**config.mk**
```make
export PLATFORM = sky130hd
export DESIGN_NAME = rot_pipe
export DESIGN_NICKNAME = d
export VERILOG_FILES = /design/src/rtl/rot_pkg.sv /design/src/rtl/rot_stage.sv /design/src/rtl/rot_pipe.sv
export SDC_FILE = /design/constraint.sdc
export NUM_CORES = 1
export LEC_CHECK = 0
export CAP_MARGIN = 20
export CORE_MARGIN = 2
export CORE_UTILIZATION = 53
export CTS_BUF_LIST = sky130_fd_sc_hd__clkbuf_16
export CTS_CLUSTER_SIZE = 24
export DETAILED_ROUTE_END_ITERATION = 16
export GPL_TIMING_DRIVEN = 0
export PLACE_DENSITY = 0.84
export REMOVE_ABC_BUFFERS = 1
export SYNTH_ARGS = -nofsm -noshare
export SYNTH_HDL_FRONTEND = slang
export SYNTH_SLANG_ARGS = --single-unit
```
**constraint.sdc**
```tcl
create_clock -name clk -period 1.5 [get_ports clk]
set_input_delay 0.15 -clock clk [delete_from_list [all_inputs] [get_ports clk]]
set_output_delay 0.15 -clock clk [all_outputs]
set_load 0.01 [all_outputs]
```
**src/rtl/rot_pkg.sv**
```systemverilog
// Shared encodings for the pipelined rotator/shifter.
// Mode 2'b11 is reserved and behaves as a rotate.
package rot_pkg;

  localparam logic [1:0] ROT_MODE_ROT = 2'b00;
  localparam logic [1:0] ROT_MODE_LSH = 2'b01;
  localparam logic [1:0] ROT_MODE_ASH = 2'b10;

  localparam logic ROT_DIR_RIGHT = 1'b0;
  localparam logic ROT_DIR_LEFT  = 1'b1;

endpackage

```
**src/rtl/rot_stage.sv**
```systemverilog
// One combinational log2 step: moves the word by STEP positions when en_i is set.
// Vacated bits come from the opposite end (rotate), zeros, or the MSB (arithmetic right).
module rot_stage
  import rot_pkg::*;
#(
  parameter int WIDTH = 8,
  parameter int STEP  = 1
) (
  input  logic [WIDTH-1:0] data_i,
  input  logic             en_i,
  input  logic             dir_i,
  input  logic [1:0]       mode_i,
  output logic [WIDTH-1:0] data_o
);

  logic             is_lsh;
  logic             is_ash;
  logic             is_rot;
  logic [STEP-1:0]  fill_l;
  logic [STEP-1:0]  fill_r;
  logic [WIDTH-1:0] left_v;
  logic [WIDTH-1:0] right_v;

  assign is_lsh = (mode_i == ROT_MODE_LSH);
  assign is_ash = (mode_i == ROT_MODE_ASH);
  assign is_rot = !is_lsh && !is_ash;

  always_comb begin
    fill_l = '0;
    fill_r = '0;
    if (is_rot) begin
      fill_l = data_i[WIDTH-1 -: STEP];
      fill_r = data_i[STEP-1:0];
    end else if (is_ash) begin
      // Arithmetic left is plain logical left, so only the right fill copies the sign.
      fill_r = {STEP{data_i[WIDTH-1]}};
    end
  end

  assign left_v  = {data_i[WIDTH-STEP-1:0], fill_l};
  assign right_v = {fill_r, data_i[WIDTH-1:STEP]};

  always_comb begin
    data_o = data_i;
    if (en_i) begin
      data_o = (dir_i == ROT_DIR_LEFT) ? left_v : right_v;
    end
  end

endmodule

```
**src/rtl/rot_pipe.sv**
```systemverilog
// Pipelined barrel rotator/shifter: one log2 stage per cycle behind a valid/ready stream.
// All stages advance together under a single enable; bubbles are kept, not collapsed.
module rot_pipe
  import rot_pkg::*;
#(
  parameter int WIDTH = 8
) (
  input  logic                       clk,
  input  logic                       rst_n,
  input  logic                       in_valid,
  output logic                       in_ready,
  input  logic [WIDTH-1:0]           in_data,
  input  logic [$clog2(WIDTH)-1:0]   in_amt,
  input  logic                       in_dir,
  input  logic [1:0]                 in_mode,
  output logic                       out_valid,
  input  logic                       out_ready,
  output logic [WIDTH-1:0]           out_data,
  output logic                       busy
);

  localparam int SHW = $clog2(WIDTH);

  // Control fields are only needed by later stages, so the last register carries data/valid only.
  logic [WIDTH-1:0] data_q  [SHW];
  logic [SHW-1:0]   valid_q;
  logic             dir_q   [SHW-1];
  logic [1:0]       mode_q  [SHW-1];
  logic [SHW-1:0]   amt_q   [SHW-1];

  logic [WIDTH-1:0] st_data [SHW];
  logic             st_dir  [SHW];
  logic [1:0]       st_mode [SHW];
  logic [SHW-1:0]   st_amt  [SHW];
  logic [WIDTH-1:0] st_out  [SHW];

  logic en;

  assign en        = !valid_q[SHW-1] || out_ready;
  assign in_ready  = en;
  assign out_valid = valid_q[SHW-1];
  assign out_data  = data_q[SHW-1];
  assign busy      = |valid_q;

  genvar gi;
  generate
    for (gi = 0; gi < SHW; gi++) begin : g_stage
      if (gi == 0) begin : g_first
        assign st_data[gi] = in_data;
        assign st_dir[gi]  = in_dir;
        assign st_mode[gi] = in_mode;
        assign st_amt[gi]  = in_amt;
      end else begin : g_rest
        assign st_data[gi] = data_q[gi-1];
        assign st_dir[gi]  = dir_q[gi-1];
        assign st_mode[gi] = mode_q[gi-1];
        assign st_amt[gi]  = amt_q[gi-1];
      end

      rot_stage #(
        .WIDTH (WIDTH),
        .STEP  (1 << gi)
      ) u_stage (
        .data_i (st_data[gi]),
        .en_i   (st_amt[gi][gi]),
        .dir_i  (st_dir[gi]),
        .mode_i (st_mode[gi]),
        .data_o (st_out[gi])
      );
    end
  endgenerate

  always_ff @(posedge clk or negedge rst_n) begin
    if (!rst_n) begin
      valid_q <= '0;
      for (int i = 0; i < SHW; i++) begin
        data_q[i] <= '0;
      end
      for (int i = 0; i < SHW - 1; i++) begin
        dir_q[i]  <= ROT_DIR_RIGHT;
        mode_q[i] <= ROT_MODE_ROT;
        amt_q[i]  <= '0;
      end
    end else if (en) begin
      valid_q <= {valid_q[SHW-2:0], in_valid};
      for (int i = 0; i < SHW; i++) begin
        data_q[i] <= st_out[i];
      end
      for (int i = 0; i < SHW - 1; i++) begin
        dir_q[i]  <= st_dir[i];
        mode_q[i] <= st_mode[i];
        amt_q[i]  <= st_amt[i];
      end
    end
  end

endmodule

```
* Word-level counts from Yosys, hierarchy flattened
Index checks and enable logic that the tools add are counted.
Word-level totals: bits in registers 39, input port bits 18, output and inout bits 11, word-level logic and storage cells 43
Operators by class: equality and inequality tests 6, mux-type cells 15, reduce and logical (&&, ||, !) cells 12
Operator list (count):
- two-way mux 8 bit | 6
- two-way mux 4 bit | 3
- zero test 1 bit | 7
- == test 2 x 1 -> 1 bit (second input constant) | 3
- == test 2 bit (second input constant) | 3
- two-way mux 2 bit | 3
- logical AND 1 bit | 3
- two-way mux 1 bit | 3
- OR reduction 3 bit | 1
- logical OR 1 bit | 1

* Logic depth before layout (Yosys ltp)
word-level depth 6, depth in mapped cells 5, gate-level depth less buffers 5

* Modules after synthesis
Synthesis repeated with hierarchy kept, for this count alone.
Second synthesis, totals: cells, all modules 179, area total of the unflattened synthesis 2182.1 µm²
Modules (own cells, without submodules):
- rot_pipe | times used 1, cells each 86, area an instance 1550.2 µm², seq. area each 900.9 µm²
- rot_stage (g_stage[2].u_stage) | times used 1, cells each 26, area an instance 211.5 µm², seq. area each 0.0 µm²
- rot_stage (g_stage[0].u_stage) | times used 1, cells each 32, area an instance 210.2 µm², seq. area each 0.0 µm²
- rot_stage (g_stage[1].u_stage) | times used 1, cells each 35, area an instance 210.2 µm², seq. area each 0.0 µm²

* Worst setup path after synthesis
Ideal clock, no wire load.
kind flip-flop to flip-flop, from reg mode_q[0] in the netlist's numbering, to reg data_q, in the netlist out_data[4], library setup time 0.083 ns, arrival 1.200 ns, data required time 1.417 ns, path slack 0.217 ns, stages on the path, launching flop included 6, buffers on the path 0, period minus slack after synthesis 1.283 ns, cells stage by stage dfrtp_1 > inv_1 > ha_1 > nand4bb_1 > and3_1 > o21ai_0
Between the ends: cells in the longest elaborated chain, start to end 6, elaborated cells between the ends (all ways) 9, classes of those cells eq/ne (2); mux (4); reduce/logical (3)
RTL lines:
- from (decl) | RTL line rot_pipe.sv:28 | logic [1:0] mode_q [SHW-1];
- from (signal, indexed assignment) | RTL line rot_pipe.sv:91 | mode_q[i] <= st_mode[i];
- == test 2 x 1 -> 1 bit / == test 2 bit (equally long branches) | RTL line rot_stage.sv:24, rot_stage.sv:25
- zero test 1 bit | RTL line rot_stage.sv:26 | assign is_rot = !is_lsh && !is_ash;
- logical AND 1 bit | RTL line rot_stage.sv:26
- two-way mux 4 bit * | RTL line rot_stage.sv:31 | if (is_rot) begin
- two-way mux 8 bit * | RTL line rot_stage.sv:46 | data_o = (dir_i == ROT_DIR_LEFT) ? left_v : right_v;
- two-way mux 8 bit * | RTL line rot_stage.sv:45 | if (en_i) begin
- to (signal, indexed assignment) | RTL line rot_pipe.sv:87 | data_q[i] <= st_out[i];
- to (decl) | RTL line rot_pipe.sv:25 | logic [WIDTH-1:0] data_q [SHW];
Mark *: on every way between the ends. The rest lies on a longest branch, timed or not. A chain may end at the register's enable or synchronous reset.

* Final worst setup path
from reg valid_q[2], to out busy
Between the ends: cells in the longest elaborated chain, start to end 1
RTL lines:
- from (decl) | RTL line rot_pipe.sv:26 | logic [SHW-1:0] valid_q;
- from (signal assigned) | RTL line rot_pipe.sv:85 | valid_q <= {valid_q[SHW-2:0], in_valid};
- OR reduction 3 bit | RTL line rot_pipe.sv:43 | assign busy = |valid_q;
- to (decl) | RTL line rot_pipe.sv:19 | output logic busy
Every way passes these cells.

==> tab_implementation.tex <==
\begin{tabular}{lr}
\hline
Metric & Value \\
\hline
\multicolumn{2}{l}{\textbf{Run status}} \\
\quad Outcome & complete, no violations \\
\multicolumn{2}{l}{\textbf{Pwr}} \\
\quad Overall power after layout & roughly 4400 µW \\
\quad Peak VDD IR & 0.6708 mV \\
\quad Power per cell area & 1826 mW/mm² \\
\quad Lkg Pwr & about 0.0011 µW \\
\multicolumn{2}{l}{\textbf{CTS}} \\
\quad Clock-pin slew reported for the worst setup and hold paths after clock tree synthesis & around 0.050 ns \\
\quad Skew-Pair Late Insertion Delay & $\sim$0.28 ns \\
\quad Clock buffers created by TritonCTS & 5 \\
\quad Buffer depth of the longest clock path & 2 \\
\quad CTS H-tree lvls & 2 \\
\quad CTS Root Buffer Type & sky130\_fd\_sc\_hd\_\_clkbuf\_16 \\
\quad Clock tree from TritonCTS & yes \\
\quad CTS Sinks & 36 \\
\multicolumn{2}{l}{\textbf{Detailed routing}} \\
\quad Count of nets left with antenna violations after detail routing & 0 \\
\quad Starting DRC count in detailed routing & approximately 90 \\
\quad Via count & 1565 \\
\quad DRC violation count after routing & 0 \\
\quad Routed length per instance & 14.24 µm \\
\quad Total length of routed wires & roughly 4.1 mm \\
\quad First drt pass iteration count & 4 \\
\quad Number of vias per cell after detailed routing & approximately 5.5 \\
\multicolumn{2}{l}{\textbf{Placement}} \\
\quad DP Area & 0.002142 mm² \\
\quad Pre-CTS worst setup slack & -1.303 ns \\
\quad Number of I/O port buffers & 28 \\
\quad GPL Wtd Cong & between 0.8 and 0.9 \\
\quad Detailed Place HPWL & 2.295 mm \\
\multicolumn{2}{l}{\textbf{Worst setup path}} \\
\quad Required time of the worst setup path & about 1.4 ns \\
\quad Critical-path maximum fanout & 2 \\
\quad CP bufs+invs & 2 \\
\quad Endpoint kind of the worst setup timing path & output pin \\
\quad Path type of the worst setup path & reg2out \\
\quad Critical path arrival & between 1 and 1.5 ns \\
\quad Largest delay contributor family on the critical path & flip-flops \\
\quad CP max stage delay & $\sim$0.38 ns \\
\quad Type of origin of the critical path & flop \\
\quad Critical-path top delay cell & sky130\_fd\_sc\_hd\_\_dfrtp\_1 \\
\quad Ordered cell list for the critical path & buf\_4, or3\_1, buf\_2 \\
\multicolumn{2}{l}{\textbf{Flow run}} \\
\quad Max-capacitance violation count & 0 \\
\multicolumn{2}{l}{\textbf{Layout}} \\
\quad Post-route core utilization & around two thirds \\
\quad Final net count & $\sim$260 \\
\quad FILL cells & approximately 290 \\
\quad Multi-input gate area in the final layout & a little over 900 µm² \\
\quad Area growth syn-to-layout & 24.97\% \\
\quad Fraction of layout instances using a drive strength above 1 & 10.55\% \\
\quad Post-route cell area & 0.002430 mm² \\
\quad Antenna Cells & 0 \\
\quad Area used by sequential logic in the layout & around 900 µm² \\
\multicolumn{2}{l}{\textbf{Floorplan}} \\
\quad Num rows & 22 \\
\quad Core area & about 0.0036 mm² \\
\quad Initial Utilization & 53.92\% \\
\quad Die Y-Extent & 64.57 µm \\
\quad Die area & between 0.004 and 0.005 mm² \\
\quad Width of the chip & $\sim$65 µm \\
\quad Top Ports & 29 \\
\multicolumn{2}{l}{\textbf{Timing}} \\
\quad Final critical-path setup slack & between 0.06 and 0.07 ns \\
\quad Worst relative slew slack & 49.19\% \\
\quad Max-slew violation count & 0 \\
\quad Ratio of final minimum period to clock period & a little over nine tenths \\
\quad Final critical delay including setup and external delays & around 1.4 ns \\
\quad Final-report setup violation count & 0 \\
\quad Hold violation count in the final report & 0 \\
\quad Slew at the pin with the worst max-slew slack & about 0.76 ns \\
\quad Maximum clock rate & 698.4 MHz \\
\quad Clock Skews & approximately 0.0027 ns \\
\multicolumn{2}{l}{\textbf{Synthesis}} \\
\quad Number of distinct library cell variants in the gate-level netlist after synthesis & 27 \\
\quad Mean instance size in the synthesized netlist & 9.215 µm² \\
\quad Sequential fraction of the synthesis area & between 40\% and 50\% \\
\quad Flip-flop and latch count after synthesis & 36 \\
\quad Yosys warnings & 0 \\
\quad Mapped cell area & $\sim$0.0019 mm² \\
\quad Post-synthesis instance total & around 210 \\
\multicolumn{2}{l}{\textbf{GRT}} \\
\quad Overall routing resource usage & 22.10\% \\
\quad Largest net degree at the start of global routing & 37 \\
\quad Global-route wire length before repair & 6.879 mm \\
\quad Vias in the first global route & between 1000 and 1500 \\
\quad Gr ovfl total & 0 \\
\quad Number of antenna violations at the first check in global routing & 0 \\
\multicolumn{2}{l}{\textbf{Worst hold path}} \\
\quad Path class of the lowest-slack min-delay path & in2reg \\
\hline
\end{tabular}
where the power goes:
group / switching (µW) / internal, µW / leakage [µW] / total, µW
combinational: 726 / 850 / 0.000608 / 1580
sequential: 356 / 1350 / 0.000430 / 1700
clock: 385 / 771 / 0.0000789 / 1160
flip-flops by register name, indices dropped and copies added, names as in the netlist:
register	cells
dir_q	2
valid_q	3
out_data	8
data_q	16
mode_q	4
amt_q	3
cell families (layout without fill, tap and decap cells):
group           Yosys count  after routing  synth area share (%)
buf+inv                  28             52                 8.816
compound gates           61             61                 19.88
fa+ha+maj                 3              3                 1.931
mux                      10             10                 5.148
flops                    36             36                 46.33
simple gates             73             75                 17.89
worst min-delay path, stage by stage:
cell and delay, ns:
sky130_fd_sc_hd__dlymetal6s2s_1 0.28, sky130_fd_sc_hd__nand2_1 0.11, sky130_fd_sc_hd__o21ai_0 0.06
what timing repair did:
| action | CTS | global route |
|---|---|---|
| hold endpoints to repair | 36 | 0 |
| setup buffers | 6 | 1 |
| resized for setup | 9 | 6 |
| pin swaps | 0 | 1 |
| hold buffers | 1 | 0 |
| setup endpoints to repair | 35 | 7 |
| gates cloned | 3 | 0 |
metrics by stage:
stage / std cells / hold slack [ns] / setup TNS [ns]
4_1_cts: 284 / 0.4044 / 0
6_report: 285 / 0.3683 / 0
5_1_grt: 285 / 0.4196 / -0.008259
3_3_place_gp: 266 / 0.4530 / -102.92
2_1_floorplan: 190 / -0.1456 / -45.43
3_5_place_dp: 266 / 0.2646 / -23.64
final timing paths:
kind | cells after the start | start | slack, ns | endpoint
max | 3 | valid_q[2] | 0.07 | busy
min | 3 | in_dir | 0.37 | dir_q[1]
max reg2reg | 6 | valid_q[2] | 0.08 | data_q[12]
min reg2reg | 2 | out_data[4] | 0.47 | out_data[4]
max in group asynchronous | 2 | rst_n | 0.53 | valid_q[2]
min in group asynchronous | 2 | rst_n | 0.49 | data_q[12]
cells in the mapped netlist (all sizes together):
master   count  area (µm²)
and2b        1       8.760
a311oi       1       8.760
a211oi      10       75.07
or3          1       6.260
nor2b        5       31.28
nand2       34       127.6
nand2b       6       37.54
nand3b       1       7.510
ha           3       37.54
dfrtp       36       900.9
nor2        14       52.55
o221ai       2       17.52
nor3b        2       15.01
and3b        1       8.760
a31oi        8       50.05
mux2i       10       100.1
buf         21       145.1
and3         5       31.28
a21o        13       97.59
inv          7       26.28
o21ai       26       130.1
nand3        2       10.01
o211ai       1       7.510
nand4bb      1       11.26
placed cells by master, fill, tap and decap left out, types with 7 or more instances in the layout:
cell type                         synthesis  final
sky130_fd_sc_hd__nor2_1                  14     14
sky130_fd_sc_hd__a21o_1                  13     13
sky130_fd_sc_hd__mux2i_1                 10     10
sky130_fd_sc_hd__clkdlybuf4s50_1          0     23
sky130_fd_sc_hd__a211oi_1                10     10
sky130_fd_sc_hd__a31oi_1                  8      8
sky130_fd_sc_hd__nand2_1                 34     34
sky130_fd_sc_hd__o21ai_0                 25     25
sky130_fd_sc_hd__dfrtp_1                 36     36
sky130_fd_sc_hd__buf_4                   11      7
routing by layer:
metal	share of wire, %	GRT usage [%]	wire length (µm)
met4	1.9	9.043	76
met2	50	38.54	2032
met5	0	0	0
met1	44	25.48	1791
met3	3.9	6.250	157
layout make-up:
cell class,instances,area share (%)
repair inverters,1,0.3090
flip-flops and latches,36,37.08
clock inverters,3,1.545
inverters,7,1.236
clock buffers,5,5.149
well taps,48,2.472
repair buffers,36,13.75
multi-input cells,149,38.47
Power figures use the tool's default switching activity.
